**src/rtl/uart_pkg.sv**
```systemverilog
// Shared UART definitions: receiver state encoding, parity modes and the
// baud divider helper used by both the rx and tx paths.
package uart_pkg;

  localparam int PARITY_NONE = 0;
  localparam int PARITY_ODD  = 1;
  localparam int PARITY_EVEN = 2;

  typedef enum logic [3:0] {
    ST_IDLE,
    ST_START,
    ST_DATA,
    ST_PARITY,
    ST_STOP,
    ST_DONE,
    ST_ERR,
    ST_BREAK,
    ST_WAITHI
  } rxStateT;

  // Rounded clock cycles per oversample tick.
  function automatic int baud_div(input int clock, input int baud, input int os);
    return (clock + (baud * os) / 2) / (baud * os);
  endfunction

endpackage

```
**src/rtl/uart_baud_tick.sv**
```systemverilog
// Oversample tick generator: one-cycle tick every DIV clocks, restartable so
// the tick phase can be aligned to an incoming start edge.
module uart_baud_tick #(
  parameter int DIV = 78
) (
  input  logic clk,
  input  logic reset,
  input  logic reload,
  output logic tick
);

  localparam int CW = (DIV > 1) ? $clog2(DIV) : 1;

  logic [CW-1:0] count;

  always_ff @(posedge clk or posedge reset) begin
    if (reset) begin
      count <= '0;
    end else if (reload || count == CW'(DIV - 1)) begin
      count <= '0;
    end else begin
      count <= count + CW'(1);
    end
  end

  assign tick = !reload && (count == CW'(DIV - 1));

endmodule

```
**src/rtl/uart_rx_cfg.sv**
```systemverilog
// Configurable UART receiver: majority-vote sampling, glitch-filtered start,
// optional parity, 1 or 2 stop bits and line-break detection.
module uart_rx_cfg
  import uart_pkg::*;
#(
  parameter int CLOCK_RATE = 12000000,
  parameter int BAUD_RATE  = 9600,
  parameter int OVERSAMPLE = 16,
  parameter int DATA_BITS  = 8,
  parameter int PARITY     = 0,
  parameter int STOP_BITS  = 1
) (
  input  logic                 clk,
  input  logic                 reset,
  input  logic                 rxEn,
  input  logic                 rx,
  output logic                 rxBusy,
  output logic                 rxDone,
  output logic                 rxErr,
  output logic                 rxParErr,
  output logic                 rxBreak,
  output logic [DATA_BITS-1:0] out
);

  localparam int DIV = baud_div(CLOCK_RATE, BAUD_RATE, OVERSAMPLE);
  localparam int PW  = $clog2(OVERSAMPLE);
  localparam logic [PW-1:0] PH_S0  = PW'(OVERSAMPLE / 2 - 1);
  localparam logic [PW-1:0] PH_S1  = PW'(OVERSAMPLE / 2);
  localparam logic [PW-1:0] PH_MID = PW'(OVERSAMPLE / 2 + 1);

  rxStateT              state;
  logic                 rxSync1, rxSync2, rxPrev;
  logic [PW-1:0]        phase, phaseNext;
  logic                 sampleA, sampleB;
  logic [DATA_BITS-1:0] shiftReg;
  logic [3:0]           bitCnt;
  logic                 stopCnt;
  logic                 parFail;
  logic                 tick, reloadTick, startEdge, midBit, vote, parCalc, parBad;

  // Tick phase restarts at each start edge and whenever WAITHI sees the line low.
  assign startEdge  = rxEn && rxPrev && !rxSync2;
  assign reloadTick = (state == ST_IDLE && startEdge) || (state == ST_WAITHI && !rxSync2) ||
                      state == ST_ERR || state == ST_BREAK;
  assign phaseNext  = phase + PW'(1);
  assign midBit     = tick && (phaseNext == PH_MID);
  assign vote       = (sampleA & sampleB) | (sampleA & rxSync2) | (sampleB & rxSync2);
  assign parCalc    = (^shiftReg) ^ vote;
  assign parBad     = (PARITY == PARITY_ODD) ? !parCalc : parCalc;

  uart_baud_tick #(.DIV(DIV)) baudTick (
    .clk    (clk),
    .reset  (reset),
    .reload (reloadTick),
    .tick   (tick)
  );

  always_ff @(posedge clk or posedge reset) begin
    if (reset) begin
      rxSync1 <= 1'b1;
      rxSync2 <= 1'b1;
      rxPrev  <= 1'b1;
    end else begin
      rxSync1 <= rx;
      rxSync2 <= rxSync1;
      rxPrev  <= rxSync2;
    end
  end

  always_ff @(posedge clk or posedge reset) begin
    if (reset) begin
      state    <= ST_IDLE;
      phase    <= '0;
      sampleA  <= 1'b1;
      sampleB  <= 1'b1;
      shiftReg <= '0;
      bitCnt   <= '0;
      stopCnt  <= 1'b0;
      parFail  <= 1'b0;
      rxBusy   <= 1'b0;
      rxDone   <= 1'b0;
      rxErr    <= 1'b0;
      rxParErr <= 1'b0;
      rxBreak  <= 1'b0;
      out      <= '0;
    end else begin
      rxDone   <= 1'b0;
      rxErr    <= 1'b0;
      rxParErr <= 1'b0;
      if (tick) phase <= phaseNext;
      if (tick && phaseNext == PH_S0) sampleA <= rxSync2;
      if (tick && phaseNext == PH_S1) sampleB <= rxSync2;

      if (!rxEn) begin
        state   <= ST_IDLE;
        rxBusy  <= 1'b0;
        rxBreak <= 1'b0;
      end else begin
        case (state)
          ST_IDLE: begin
            if (startEdge) begin
              state <= ST_START;
              phase <= '0;
            end
          end
          ST_START: begin
            if (midBit) begin
              if (!vote) begin
                state  <= ST_DATA;
                rxBusy <= 1'b1;
                bitCnt <= '0;
              end else begin
                state <= ST_IDLE;
              end
            end
          end
          ST_DATA: begin
            if (midBit) begin
              shiftReg <= {vote, shiftReg[DATA_BITS-1:1]};
              bitCnt   <= bitCnt + 4'd1;
              stopCnt  <= 1'b0;
              parFail  <= 1'b0;
              if (bitCnt == 4'(DATA_BITS - 1))
                state <= (PARITY != PARITY_NONE) ? ST_PARITY : ST_STOP;
            end
          end
          ST_PARITY: begin
            if (midBit) begin
              parFail <= parBad;
              state   <= ST_STOP;
            end
          end
          ST_STOP: begin
            if (midBit) begin
              if (!vote) begin
                rxBusy <= 1'b0;
                rxErr  <= 1'b1;
                // All-zero data with a low first stop bit is a held-low line, not a bad frame.
                if (!stopCnt && shiftReg == '0 && !parFail) begin
                  state   <= ST_BREAK;
                  rxBreak <= 1'b1;
                end else begin
                  state    <= ST_ERR;
                  rxParErr <= parFail;
                end
              end else if (stopCnt || STOP_BITS == 1) begin
                rxBusy <= 1'b0;
                if (parFail) begin
                  state    <= ST_ERR;
                  rxErr    <= 1'b1;
                  rxParErr <= 1'b1;
                end else begin
                  state  <= ST_DONE;
                  rxDone <= 1'b1;
                  out    <= shiftReg;
                end
              end else begin
                stopCnt <= 1'b1;
              end
            end
          end
          ST_DONE:  state <= ST_IDLE;
          ST_ERR:   state <= ST_WAITHI;
          ST_BREAK: state <= ST_WAITHI;
          ST_WAITHI: begin
            if (!rxSync2) begin
              phase <= '0;
            end else if (tick && phaseNext == '0) begin
              state   <= ST_IDLE;
              rxBreak <= 1'b0;
            end
          end
          default: state <= ST_IDLE;
        endcase
      end
    end
  end

endmodule

```
**config.mk**
```make
export PLATFORM = sky130hd
export DESIGN_NAME = uart_rx_cfg
export DESIGN_NICKNAME = d
export VERILOG_FILES = /design/src/rtl/uart_pkg.sv /design/src/rtl/uart_baud_tick.sv /design/src/rtl/uart_rx_cfg.sv
export SDC_FILE = /design/constraint.sdc
export NUM_CORES = 1
export LEC_CHECK = 0
export CAP_MARGIN = 5
export CELL_PAD_IN_SITES_DETAIL_PLACEMENT = 1
export CELL_PAD_IN_SITES_GLOBAL_PLACEMENT = 1
export CORE_UTILIZATION = 49
export CTS_BUF_LIST = sky130_fd_sc_hd__clkbuf_4 sky130_fd_sc_hd__clkbuf_8
export DETAILED_ROUTE_END_ITERATION = 8
export PLACE_DENSITY_LB_ADDON = 0.1
export SETUP_SLACK_MARGIN = 0.02
export SYNTH_ARGS = -nofsm -noshare
export SYNTH_HDL_FRONTEND = slang
export SYNTH_SLANG_ARGS = --single-unit
```
**constraint.sdc**
```tcl
create_clock -name clk -period 3.1 [get_ports clk]
set_clock_uncertainty 0.15 [all_clocks]
set_input_delay 0.62 -clock clk [delete_from_list [all_inputs] [get_ports clk]]
set_output_delay 0.62 -clock clk [all_outputs]
set_load 0.05 [all_outputs]
```
==> results by stage, run 1 <==
Critical path:
- The logic depth of the worst path, buffers included is 8.
- The critical path launch point is baudTick.count[1]$_DFF_PP0_.
- The signal on the critical path passes through inv_1 -> ha_1 -> and4bb_1 -> nand3_1 -> o32a_1 -> nor4_4 -> nand2_4 -> mux2_4.
- The worst setup path is launched from a flop.
- The family with the most delay on the worst path is simple AND/OR/NAND/NOR gates.
- The cell depth of the worst flop-to-flop path is 8.
- The stage delay of the slowest cell on the critical path is around 410 ps.
- In this run the worst path has a maximum fanout of 8.
- The number of buffers and inverters on the critical path is 1.
- In this run the critical register-to-register path is launched from baudTick.count[1]$_DFF_PP0_.
- The cell type of the slowest stage on the worst timing path is dfrtp_1.
- The kind of capture point of the worst setup path is a flop.
- The data required time at the worst endpoint is roughly 3100 ps.
- STA puts the critical path data arrival time at about 2600 ps.
- The category of the most critical setup path is flop to flop.

Synthesis:
- The fraction of registers with async set or reset after synthesis is 100%.
- The synthesized flop and latch total is 46.
- The sequential element share of the synthesized area is a little under half.
- The total of warnings raised by yosys is 0.
- Sorting the synthesized cells by area gives the leading types as dfrtp_1, ha_1, mux2_4, dfstp_2, xnor2_1.
- The most used flip-flop cell after synthesis is dfrtp_1.
- The cell count after synthesis is between 200 and 250.
- Yosys mapped the design onto 53 distinct sky130hd cell types.
- The average footprint of a synthesized cell is roughly 11 µm².
- When the netlist entered floorplanning its net count stood at 242.
- The top cell type by area accounts for about 41% of the synthesized area.
- Yosys mapped a number of flops with a built-in enable equal to 0.
- The post-synthesis instance area is roughly 2500 µm².
- The largest total area in the synthesized netlist belongs to dfrtp_1.

Finish:
- The area overhead of the layout relative to synthesis is 13.9%.
- The number of nets in the finished design is 260.
- The antenna diode count is 0.
- In the layout the commonest cells are dfrtp_1, nor2_1, inv_1, clkdlybuf4s50_1, nand2_1.
- The most common cell after layout, fill and taps aside is dfrtp_1.
- The fraction of layout cells with a size suffix above 1 is approximately 15%.

Power:
- Sequential cells account for between 50% and 60% of the total power.
- The analysis attributes to net switching a power of approximately 0.00038 W.
- The portion of total power attributed to the clock network is about a third.
- The cell area power density is a little under 500 nW/µm².
- The part of the power in combinational logic is between 10% and 20%.
- In this run switching power makes up between 20% and 30% of total power.
- The leakage component of the power is ~1.3 nW.
- The internal power of the cells totals around 0.0010 W.
- IR analysis of the VDD net gives a maximum drop of around 0.00035 V.

Worst hold path:
- The launch instance of the worst min-delay path is rxSync1$_DFF_PP1_.
- The worst hold path was traced through 0 stages.
- The min-delay analysis places its worst path in the category flop to flop.

CTS:
- In this run the clock root is driven by a clkbuf_8.
- The total CTS buffers is 5.
- The maximum buffer depth of the clock tree is 2.
- The post-CTS setup-driven buffer insertion count is 0.
- The clock-pin slew of the registers on the worst-case setup and hold paths is 80 ps.
- Once the clock tree was built, the resizer swapped 0 gates to a different size.
- CTS saw 46 sinks.
- The later pin in the worst-skew pair is clocked with a latency of 300 ps.
- CTS built an H-tree with a depth of 2.
- The TritonCTS clock tree is yes.
- Buffers inserted to repair hold after CTS numbered 0.

Drt:
- The detail route stage leaves a number of antenna-violating nets equal to 0.
- The detailed-route vias per instance is 5.68.
- The number of design rule violations left after detail routing is 0.
- After detailed routing, the average wire length per cell comes to ~18 µm.
- The number of DRC markers after the initial detailed-route iteration is 79.
- The first-pass iteration count of the detailed router is 4.
- The final route contains roughly 1800 vias.
- Wires add up to roughly 5700 µm.

Global routing:
- The via count of the first global-routing pass is 1970.
- Global routing finished with a remaining overflow of 0.
- The combined global-route utilization of all metal layers is a little under a quarter.
- The first global-routing pass estimated roughly 9500 µm of wire.
- The largest net degree at the start of global routing is 47.
- The number of antenna violations at the first check in global routing is 0.

Timing:
- The final-report hold violation count is 0.
- At the pin with the least slew margin, the transition time is around 830 ps.
- The worst hold slack is ~210 ps.
- The time the final worst path needs with I/O delays and setup is around 2600 ps.
- The number of pins exceeding their max-slew limit in the final report came to 0.
- The upper clock frequency limit is slightly below 0.4 GHz.
- The final number of setup-violating endpoints is 0.
- Setup repair after global routing left no endpoint under its margin.
- Of the available clock period, the critical path in the final layout requires 82.5%.
- The setup TNS is 0 ps.
- The worst slew margin relative to its limit is 44.0%.

Floorplanning:
- The floorplan step set the die width to about 73 µm.
- The effective utilization at floorplan is 51.7%.
- From bottom edge to top edge, the die measures approximately 73 µm.
- The floorplan step defined a die boundary enclosing 5340 µm².
- The row count is 25.
- The placeable core region is between 4000 and 5000 µm².
- The number of top-level pins is 17.

Place:
- Routability-driven placement finished with a final weighted congestion of around 0.9.
- The count of buffers from port buffering is 16.
- Once detailed placement completed, the half-perimeter wirelength came to a little over 4000 µm.

Flow run:
- The number of violations of the max-capacitance limit is 0.

Outcome:
- The flow ran to the end, and the final reports show no timing, DRC or antenna violations.
[area by class of cell]
| class | count | area [µm²] |
|---|---|---|
| flip-flops and latches | 46 | 1160 |
| multi-input cells | 158 | 1230 |
| well taps | 67 | 83.8 |
| fillers | 520 | 1970 |
| inverters | 17 | 63.8 |
| repair buffers | 17 | 168 |
| clock inverters | 1 | 30.0 |
| clock buffers | 7 | 90.1 |
[state kept, by name, indices dropped and copies added (netlist names)]
name	cells
rxDone	1
shiftReg	8
phase	4
state	4
rxSync1	1
rxBreak	1
sampleB	1
baudTick.count	7
bitCnt	4
rxErr	1
out	8
parFail	1
sampleA	1
rxSync2	1
rxPrev	1
rxParErr	1
rxBusy	1
[logic make-up (layout without fill, tap and decap cells)]
kind of cell,after synthesis,in the layout,share of synthesized area [%]
and+or+nand+nor,81,81,19.4
DFF,46,46,46.8
AOI/OAI and AO/OA,30,30,8.90
buffers and inverters,23,42,3.69
muxes,19,19,9.61
xor gates and xnor gates,16,16,5.66
adders and majority gates,12,12,5.97
[final timing paths]
kind / slack (ps) / endpoint
max reg2reg: 540 / out[5]$_DFFE_PP0P_
min: 210 / rxSync2$_DFF_PP1_
min in group asynchronous: 630 / shiftReg[4]$_DFFE_PP0P_
max in group asynchronous: 1790 / sampleA$_DFFE_PP1P_
max: 540 / out[5]$_DFFE_PP0P_
min reg2reg: 210 / rxSync2$_DFF_PP1_
[synthesized netlist by cell type (2+ instances only)]
master	instances
nand2_1	15
o21a_1	2
mux2_4	9
nor3_1	4
o21ai_0	3
dfstp_2	5
nand2b_1	2
clkbuf_1	2
nor4_1	3
ha_1	11
inv_1	17
o21ai_1	6
buf_2	4
dfrtp_1	41
mux2i_1	8
nor2_1	22
and2_1	2
o31ai_1	3
a21o_1	2
nand4_1	6
xor2_1	5
nand2_4	2
nand3b_1	2
nand3_1	8
nor2b_1	2
xnor2_1	11
a21oi_1	4
[routing by layer]
layer / wire (µm) / global-route usage, %
met4: 110 / 7.84
met3: 126 / 4.28
met2: 2910 / 41.9
met5: 0 / 0
met1: 2520 / 29.9
[power groups by stage]
stage	clock, W	combinational [W]	sequential, W
floorplan	0	0.000171	0.000679
global placement	0	0.000188	0.000700
detailed placement	0	0.000203	0.000705
CTS	0.000485	0.000205	0.000694
global route	0.000499	0.000232	0.000702
finish	0.000475	0.000202	0.000694
[stage by stage]
stage / cells / total power (W) / util, % / cell area, µm² / worst slack (ps)
global placement: 305 / 0.000888 / 56.4 / 2700 / 394
detailed placement: 305 / 0.000908 / 56.4 / 2700 / 322
finish: 313 / 0.00137 / 58.9 / 2820 / 541
floorplan: 227 / 0.000850 / - / 2470 / 865
CTS: 313 / 0.00138 / 58.9 / 2820 / 550
global route: 313 / 0.00143 / 58.9 / 2820 / 440
Note: power is estimated with default switching activity, not from simulation.
==> run 2: changes to the inputs <==
clock period = 2.6 ns   (was 3.1 ns; I/O delays follow)
==> run 2 against run 1 <==
Net effect:
- clock power is 14% higher
- routed wire length grew 3.6%
- die area unchanged
- critical path depth increased by 1
- flip-flop and latch count is the same
- critical path type unchanged
==> results by stage, run 2 (synthesis gave the netlist of run 1 again) <==
Timing:
- The final number of setup-violating endpoints is 0 (unchanged).
- The worst hold slack is 214 ps (was 208 ps).
- The upper clock frequency limit is 0.390 GHz (was 0.391 GHz).
- The worst slew margin relative to its limit is 61.8% (was 44.0%).
- The number of pins exceeding their max-slew limit in the final report is 0 (unchanged).
- The setup slack after layout was 39.1 ps (was 541 ps).
- Unrepaired setup endpoints after global routing: true (was false).
- The final clock period utilization by the worst path is 98.5% (was 82.5%).
- The final-report hold violation count came to 0 (unchanged).
- The transition time at the pin with the least slew margin is 573 ps (was 832 ps).
- The time the final worst path needs with I/O delays and setup is 2560 ps (about the same).

Power:
- The cell area power density was 562 nW/µm² (was 486 nW/µm²).
- The total power came to 0.00164 W (was 0.00137 W).
- The leakage component of the power is 1.36 nW (was 1.33 nW).
- The worst voltage drop across the vdd grid was 0.000435 V (was 0.000345 V).

CTS:
- The total CTS buffers is 5 (unchanged).
- The maximum buffer depth of the clock tree is 2 (unchanged).
- The TritonCTS clock tree is yes (unchanged).
- The cell at the root of the clock tree was clkbuf_8 (unchanged).
- The clock-pin slew of the registers on the worst-case setup and hold paths is 80 ps (about the same).
- The H-tree depth is 2 (unchanged).
- The later-pin clock latency in the skew report is 300 ps (about the same).
- The TritonCTS sink count is 46 (unchanged).
- The number of buffers inserted by hold repair at cts is 0 (unchanged).

Place:
- The count of placed standard cells including taps came to 314 (was 305).
- The setup slack at placement is -2.79 ps (was 322 ps).
- The count of buffers from port buffering is 16 (unchanged).
- The placer's final routability congestion estimate is 0.883 (was 0.901).
- The standard cell area after detailed placement is 2770 µm² (was 2700 µm²).
- The final HPWL from detailed placement is 4230 µm (was 4030 µm).

Critical path:
- The cell depth of the worst flop-to-flop path is 9 (was 8).
- The register-to-register setup slack is 40 ps (was 540 ps).
- The data arrival time of the critical path is 2600 ps (about the same).
- The category of the most critical setup path is flop to flop (unchanged).
- The beginning of the worst register-to-register path is baudTick.count[1]$_DFF_PP0_ (unchanged).
- The data required time at the worst endpoint is 2640 ps (was 3140 ps).
- The kind of capture point of the worst setup path is a flop (unchanged).
- The launching element type of the critical path is a flop (unchanged).
- The largest fanout on the critical path came to 9 (was 8).
- The reg-to-reg endpoint is shiftReg[7]$_DFFE_PP0P_ (was out[5]$_DFFE_PP0P_).

Worst hold path:
- The class of the most critical hold timing path is flop to flop (unchanged).
- The capture endpoint of the worst hold path is rxSync2$_DFF_PP1_ (unchanged).
- The launch instance of the worst min-delay path was rxSync1$_DFF_PP1_ (unchanged).
- The cell count of the worst hold path is 0 (unchanged).

Global routing:
- The combined global-route utilization of all metal layers is 24.6% (was 24.0%).
- The global-route wire length before repair is 9760 µm (was 9530 µm).
- The via count of the first global-routing pass came to 1935 (was 1970).
- The number of antenna violations at the first check in global routing is 0 (unchanged).
- The remaining global-route overflow is 0 (unchanged).
- The largest net degree at the start of global routing is 47 (unchanged).

Flow run:
- The number of violations of the max-capacitance limit is 0 (unchanged).

Floorplanning:
- The die footprint came to 5340 µm² (unchanged).
- The y dimension of the die is 73.1 µm (unchanged).
- The number of top-level pins is 17 (unchanged).
- The row count was 25 (unchanged).
- The effective utilization at floorplan is 51.7% (unchanged).
- The x dimension of the die is 73.1 µm (unchanged).
- The placeable core region is 4790 µm² (unchanged).

Drt:
- The total wirelength of the detailed-routed design is 5870 µm (was 5670 µm).
- The first-pass iteration count of the detailed router is 4 (unchanged).
- The number of DRC markers after the initial detailed-route iteration is 132 (was 79).
- The total via count in the routed design was 1822 (was 1777).
- The number of nets with antenna violations after detailed routing is 0 (unchanged).
- The average detailed-routed wire length per instance came to 18.1 µm (about the same).
- The number of design rule violations left after detail routing is 0 (unchanged).
- The detailed-route vias per instance is 5.62 (was 5.68).

Finish:
- The final instance count without filler cells is 324 (was 313).
- The final instance area is 2920 µm² (was 2820 µm²).
- The antenna diode count came to 0 (unchanged).
- The most common cell after layout, fill and taps aside is dfrtp_1 (unchanged).
- The area overhead of the layout relative to synthesis is 17.8% (was 13.9%).
- The number of nets in the finished design is 271 (was 260).
- Largest regs: out: 8 flops, shiftReg: 8 flops, baudTick.count: 7 flops (unchanged).
- Most used cells in the layout excluding fill and tap cells: dfrtp_1, nor2_1, inv_1, clkdlybuf4s50_1, nand2_1 (unchanged).
- The fraction of layout cells with a size suffix above 1 is 19.5% (was 14.6%).

Outcome:
- Status: finished clean (unchanged).
## run 2: power by group
part           switching, W  internal (W)  total, W
Sequential        0.0000545      0.000765  0.000820
Clock              0.000244      0.000297  0.000541
Combinational      0.000158      0.000118  0.000276
## run 2: how the worst max path moves through the flow
stage                                start                      end  slack [ps]  cells past startpoint
2_1_floorplan  baudTick.count[1]$_DFF_PP0_  shiftReg[7]$_DFFE_PP0P_         370                      8
5_1_grt        baudTick.count[1]$_DFF_PP0_  shiftReg[4]$_DFFE_PP0P_         -20                     10
6_report       baudTick.count[1]$_DFF_PP0_  shiftReg[7]$_DFFE_PP0P_          40                      9
4_1_cts        baudTick.count[1]$_DFF_PP0_       out[2]$_DFFE_PP0P_          80                      8
3_3_place_gp                          rxEn       out[1]$_DFFE_PP0P_         100                      6
3_5_place_dp                          rxEn       out[2]$_DFFE_PP0P_          -3                      6
## run 2: cell type report
type / instances / area, µm²
clock inverters: 2 / 37.5
clock buffers: 6 / 76.3
inverters: 17 / 63.8
well taps: 67 / 83.8
flip-flops and latches: 46 / 1160
multi-input cells: 158 / 1240
fillers: 515 / 1870
repair buffers: 28 / 254
## run 2: metal layers
metal  wire [µm]  GRT usage [%]  vias up
li1            -              -      850
met1        2570           31.8      929
met2        3030           41.8       32
met3         170           4.42       11
met4         106           7.84        0
met5           0              0        -
## run 2: critical path, cell delays in order, from the launching register on
cell      delay [ps]
dfrtp_1          400
inv_1             60
ha_2             160
and4bb_2         300
nand3_2           90
o32a_1           390
nor4_4           300
buf_6            180
nand2_4          120
mux2_4           310
## run 2: timing repair
item	CTS	global route
resized for setup	0	5
setup endpoints to repair	0	11
setup buffers	0	2
## run 2: stage by stage
step,setup TNS [ps],utilization (%)
2_1_floorplan,0,-
3_3_place_gp,0,57.8
3_5_place_dp,-2.79,57.8
4_1_cts,0,60.2
5_1_grt,-137,60.9
6_report,0,60.9
==> run 3: changes to the inputs <==
CORE_UTILIZATION = 44   (was 49)
TNS_END_PERCENT = 30   (was unset)
clock period = 2.21 ns   (was 2.6 ns; I/O delays follow)
==> run 3 against run 2 <==
Net effect:
- the flow now finishes with violations (setup timing)
- die area rose by 11%
- highest routed layer unchanged
- cell count up 9.6%
- non-clock buffer count rose by 28
- power up 26%
- sequential power grew 15%
- hold slack better by 2.6 ps
- largest cell class unchanged
==> results by stage, run 3 (synthesis gave the netlist of run 1 again) <==
Place:
- The count of buffers from port buffering came to 16 (unchanged).
- The count of placed standard cells including taps is 340 (was 314).
- The placer's final routability congestion estimate was 0.834 (was 0.883).
- The final HPWL from detailed placement is 4340 µm (was 4230 µm).

Power:
- The internal power of the cells was 0.00147 W (was 0.00118 W).
- The relative contribution of sequential cells to total power came to 45.8% (was 50.1%).
- The total power is 0.00206 W (was 0.00164 W).
- The switching share of power was 28.6% (was 27.9%).
- The cell area power density is 639 nW/µm² (was 562 nW/µm²).
- The worst voltage drop across the vdd grid came to 0.000482 V (was 0.000435 V).
- The leakage component of the power is 1.51 nW (was 1.36 nW).
- The portion of total power attributed to the clock network is 32.0% (was 33.1%).
- The part of the power in combinational logic is 22.2% (was 16.9%).
- The power spent charging and discharging nets is 0.000591 W (was 0.000457 W).

Timing:
- The setup slack after layout is -35.5 ps (was 39.1 ps).
- The time the final worst path needs with I/O delays and setup is 2250 ps (was 2560 ps).
- The worst hold slack is 217 ps (was 214 ps).
- The worst slew margin relative to its limit came to 66.5% (was 61.8%).
- The transition time at the pin with the least slew margin came to 501 ps (was 573 ps).
- The final-report hold violation count is 0 (unchanged).
- The final number of setup-violating endpoints is 9 (was 0).
- The upper clock frequency limit is 0.445 GHz (was 0.390 GHz).
- The number of pins exceeding their max-slew limit in the final report was 0 (unchanged).
- The final clock period utilization by the worst path was 102% (was 98.5%).
- Unrepaired setup endpoints after global routing: true (unchanged).

CTS:
- The number of buffers inserted by hold repair at cts is 0 (unchanged).
- The clock-pin slew of the registers on the worst-case setup and hold paths is 90 ps (was 80 ps).
- The TritonCTS sink count is 46 (unchanged).
- The TritonCTS clock tree is yes (unchanged).
- The total CTS buffers was 5 (unchanged).
- The maximum buffer depth of the clock tree came to 2 (unchanged).
- The cell at the root of the clock tree is clkbuf_8 (unchanged).
- The H-tree depth is 2 (unchanged).
- The later-pin clock latency in the skew report is 300 ps (about the same).

Finish:
- The share of the core filled with cells in the final layout is 61.3% (was 60.9%).
- The most common cell after layout, fill and taps aside was dfrtp_1 (unchanged).
- Largest regs: out: 8 flops, shiftReg: 8 flops, baudTick.count: 7 flops (unchanged).
- Most used cells in the layout excluding fill and tap cells: dfrtp_1, buf_4, nor2_1, inv_1, clkdlybuf4s50_1 (was dfrtp_1, nor2_1, inv_1, clkdlybuf4s50_1, nand2_1).
- The antenna diode count is 0 (unchanged).
- The area overhead of the layout relative to synthesis is 30.5% (was 17.8%).
- The final instance count without filler cells came to 355 (was 324).
- The number of nets in the finished design is 299 (was 271).
- The fraction of layout cells with a size suffix above 1 is 29.5% (was 19.5%).

Worst hold path:
- The class of the most critical hold timing path is flop to flop (unchanged).
- The launch instance of the worst min-delay path is rxSync1$_DFF_PP1_ (unchanged).

Critical path:
- The kind of capture point of the worst setup path was a flop (unchanged).
- The largest fanout on the critical path came to 8 (was 9).
- The category of the most critical setup path is flop to flop (unchanged).
- Crit path cell chain: inv_1 -> ha_1 -> and4bb_1 -> buf_4 -> nand4_1 -> o32a_1 -> nor4_4 -> buf_6 -> nand2_8 -> mux2_4 (was inv_1 -> ha_2 -> and4bb_2 -> nand3_2 -> o32a_1 -> nor4_4 -> buf_6 -> nand2_4 -> mux2_4).
- The stage delay of the slowest cell on the critical path was 390 ps (was 400 ps).
- The data arrival time of the critical path is 2290 ps (was 2600 ps).
- The beginning of the worst register-to-register path was baudTick.count[1]$_DFF_PP0_ (unchanged).
- The buffering stage count on the worst path with inverters included is 3 (was 2).
- The register-to-register setup slack was -40 ps (was 40 ps).
- The launching element type of the critical path is a flop (unchanged).
- The data required time at the worst endpoint is 2250 ps (was 2640 ps).
- The family with the most delay on the worst path is simple AND/OR/NAND/NOR gates (unchanged).
- The critical path launch point is baudTick.count[1]$_DFF_PP0_ (unchanged).
- The cell type of the slowest stage on the worst timing path is dfrtp_1 (unchanged).

Drt:
- The number of DRC markers after the initial detailed-route iteration is 84 (was 132).
- The detailed-route vias per instance came to 5.28 (was 5.62).
- The average detailed-routed wire length per instance is 16.5 µm (was 18.1 µm).
- The number of nets with antenna violations after detailed routing came to 0 (unchanged).
- The number of design rule violations left after detail routing is 0 (unchanged).
- The total wirelength of the detailed-routed design is 5860 µm (was 5870 µm).
- The total via count in the routed design was 1873 (was 1822).
- The first-pass iteration count of the detailed router is 4 (unchanged).

Global routing:
- The global-route wire length before repair was 9860 µm (was 9760 µm).
- The combined global-route utilization of all metal layers is 21.5% (was 24.6%).
- The via count of the first global-routing pass is 1993 (was 1935).
- The number of antenna violations at the first check in global routing came to 0 (unchanged).
- The remaining global-route overflow is 0 (unchanged).
- The largest net degree at the start of global routing came to 20 (was 47).

Flow run:
- The number of violations of the max-capacitance limit is 0 (unchanged).

Floorplanning:
- The placeable core region is 5270 µm² (was 4790 µm²).
- The number of top-level pins is 17 (unchanged).
- The y dimension of the die is 77 µm (was 73.1 µm).
- The die footprint came to 5930 µm² (was 5340 µm²).
- The row count was 26 (was 25).
- The effective utilization at floorplan is 47.0% (was 51.7%).
- The x dimension of the die was 77 µm (was 73.1 µm).

Outcome:
- Status: finished, violations left (was finished clean).
- The final reports fail on setup timing.
-- run 3: layout make-up --
class | count | area [µm²]
Timing Repair Buffer | 56 | 497
Inverter | 17 | 63.8
Fill cell | 569 | 2040
Tap cell | 70 | 87.6
Clock buffer | 6 | 76.3
Sequential cell | 46 | 1160
Multi-Input combinational cell | 158 | 1310
Clock inverter | 2 | 37.5
-- run 3: final timing paths --
check                                     endpoint  cells after the start
min reg2reg                      rxSync2$_DFF_PP1_                      0
max                             out[6]$_DFFE_PP0P_                     10
min in group asynchronous  shiftReg[2]$_DFFE_PP0P_                      2
max reg2reg                     out[6]$_DFFE_PP0P_                     10
max in group asynchronous        rxSync2$_DFF_PP1_                      3
min                              rxSync2$_DFF_PP1_                      0
-- run 3: per-layer routing --
metal	global-route usage, %	wire, µm	up-vias
met5	0	0	-
met4	6.04	47	0
met3	3.57	103	5
met2	36.2	2840	17
met1	28.4	2880	946
li1	-	-	905
-- run 3: power by group through the flow --
| stage | Sequential (W) | Clock [W] | Combinational, W |
|---|---|---|---|
| finish | 0.000944 | 0.000661 | 0.000458 |
| CTS | 0.000944 | 0.000674 | 0.000423 |
| global route | 0.000950 | 0.000705 | 0.000505 |
| floorplan | 0.000953 | 0 | 0.000239 |
| global placement | 0.000954 | 0 | 0.000387 |
| detailed placement | 0.000960 | 0 | 0.000395 |
-- run 3: metrics by stage --
step / setup TNS (ps) / instance area, µm² / setup WS [ps]
floorplan: -92.4 / 2470 / -19.5
global placement: -2600 / 2970 / -172
detailed placement: -4140 / 2970 / -235
CTS: -2700 / 3170 / -208
global route: -2200 / 3230 / -146
finish: -249 / 3230 / -35.5
-- run 3: repair_timing --
item,CTS,global route
endpoints found under the setup margin,20,28
pin swaps,4,7
resized for setup,8,9
endpoints found under the hold margin,0,0
setup buffers,5,2
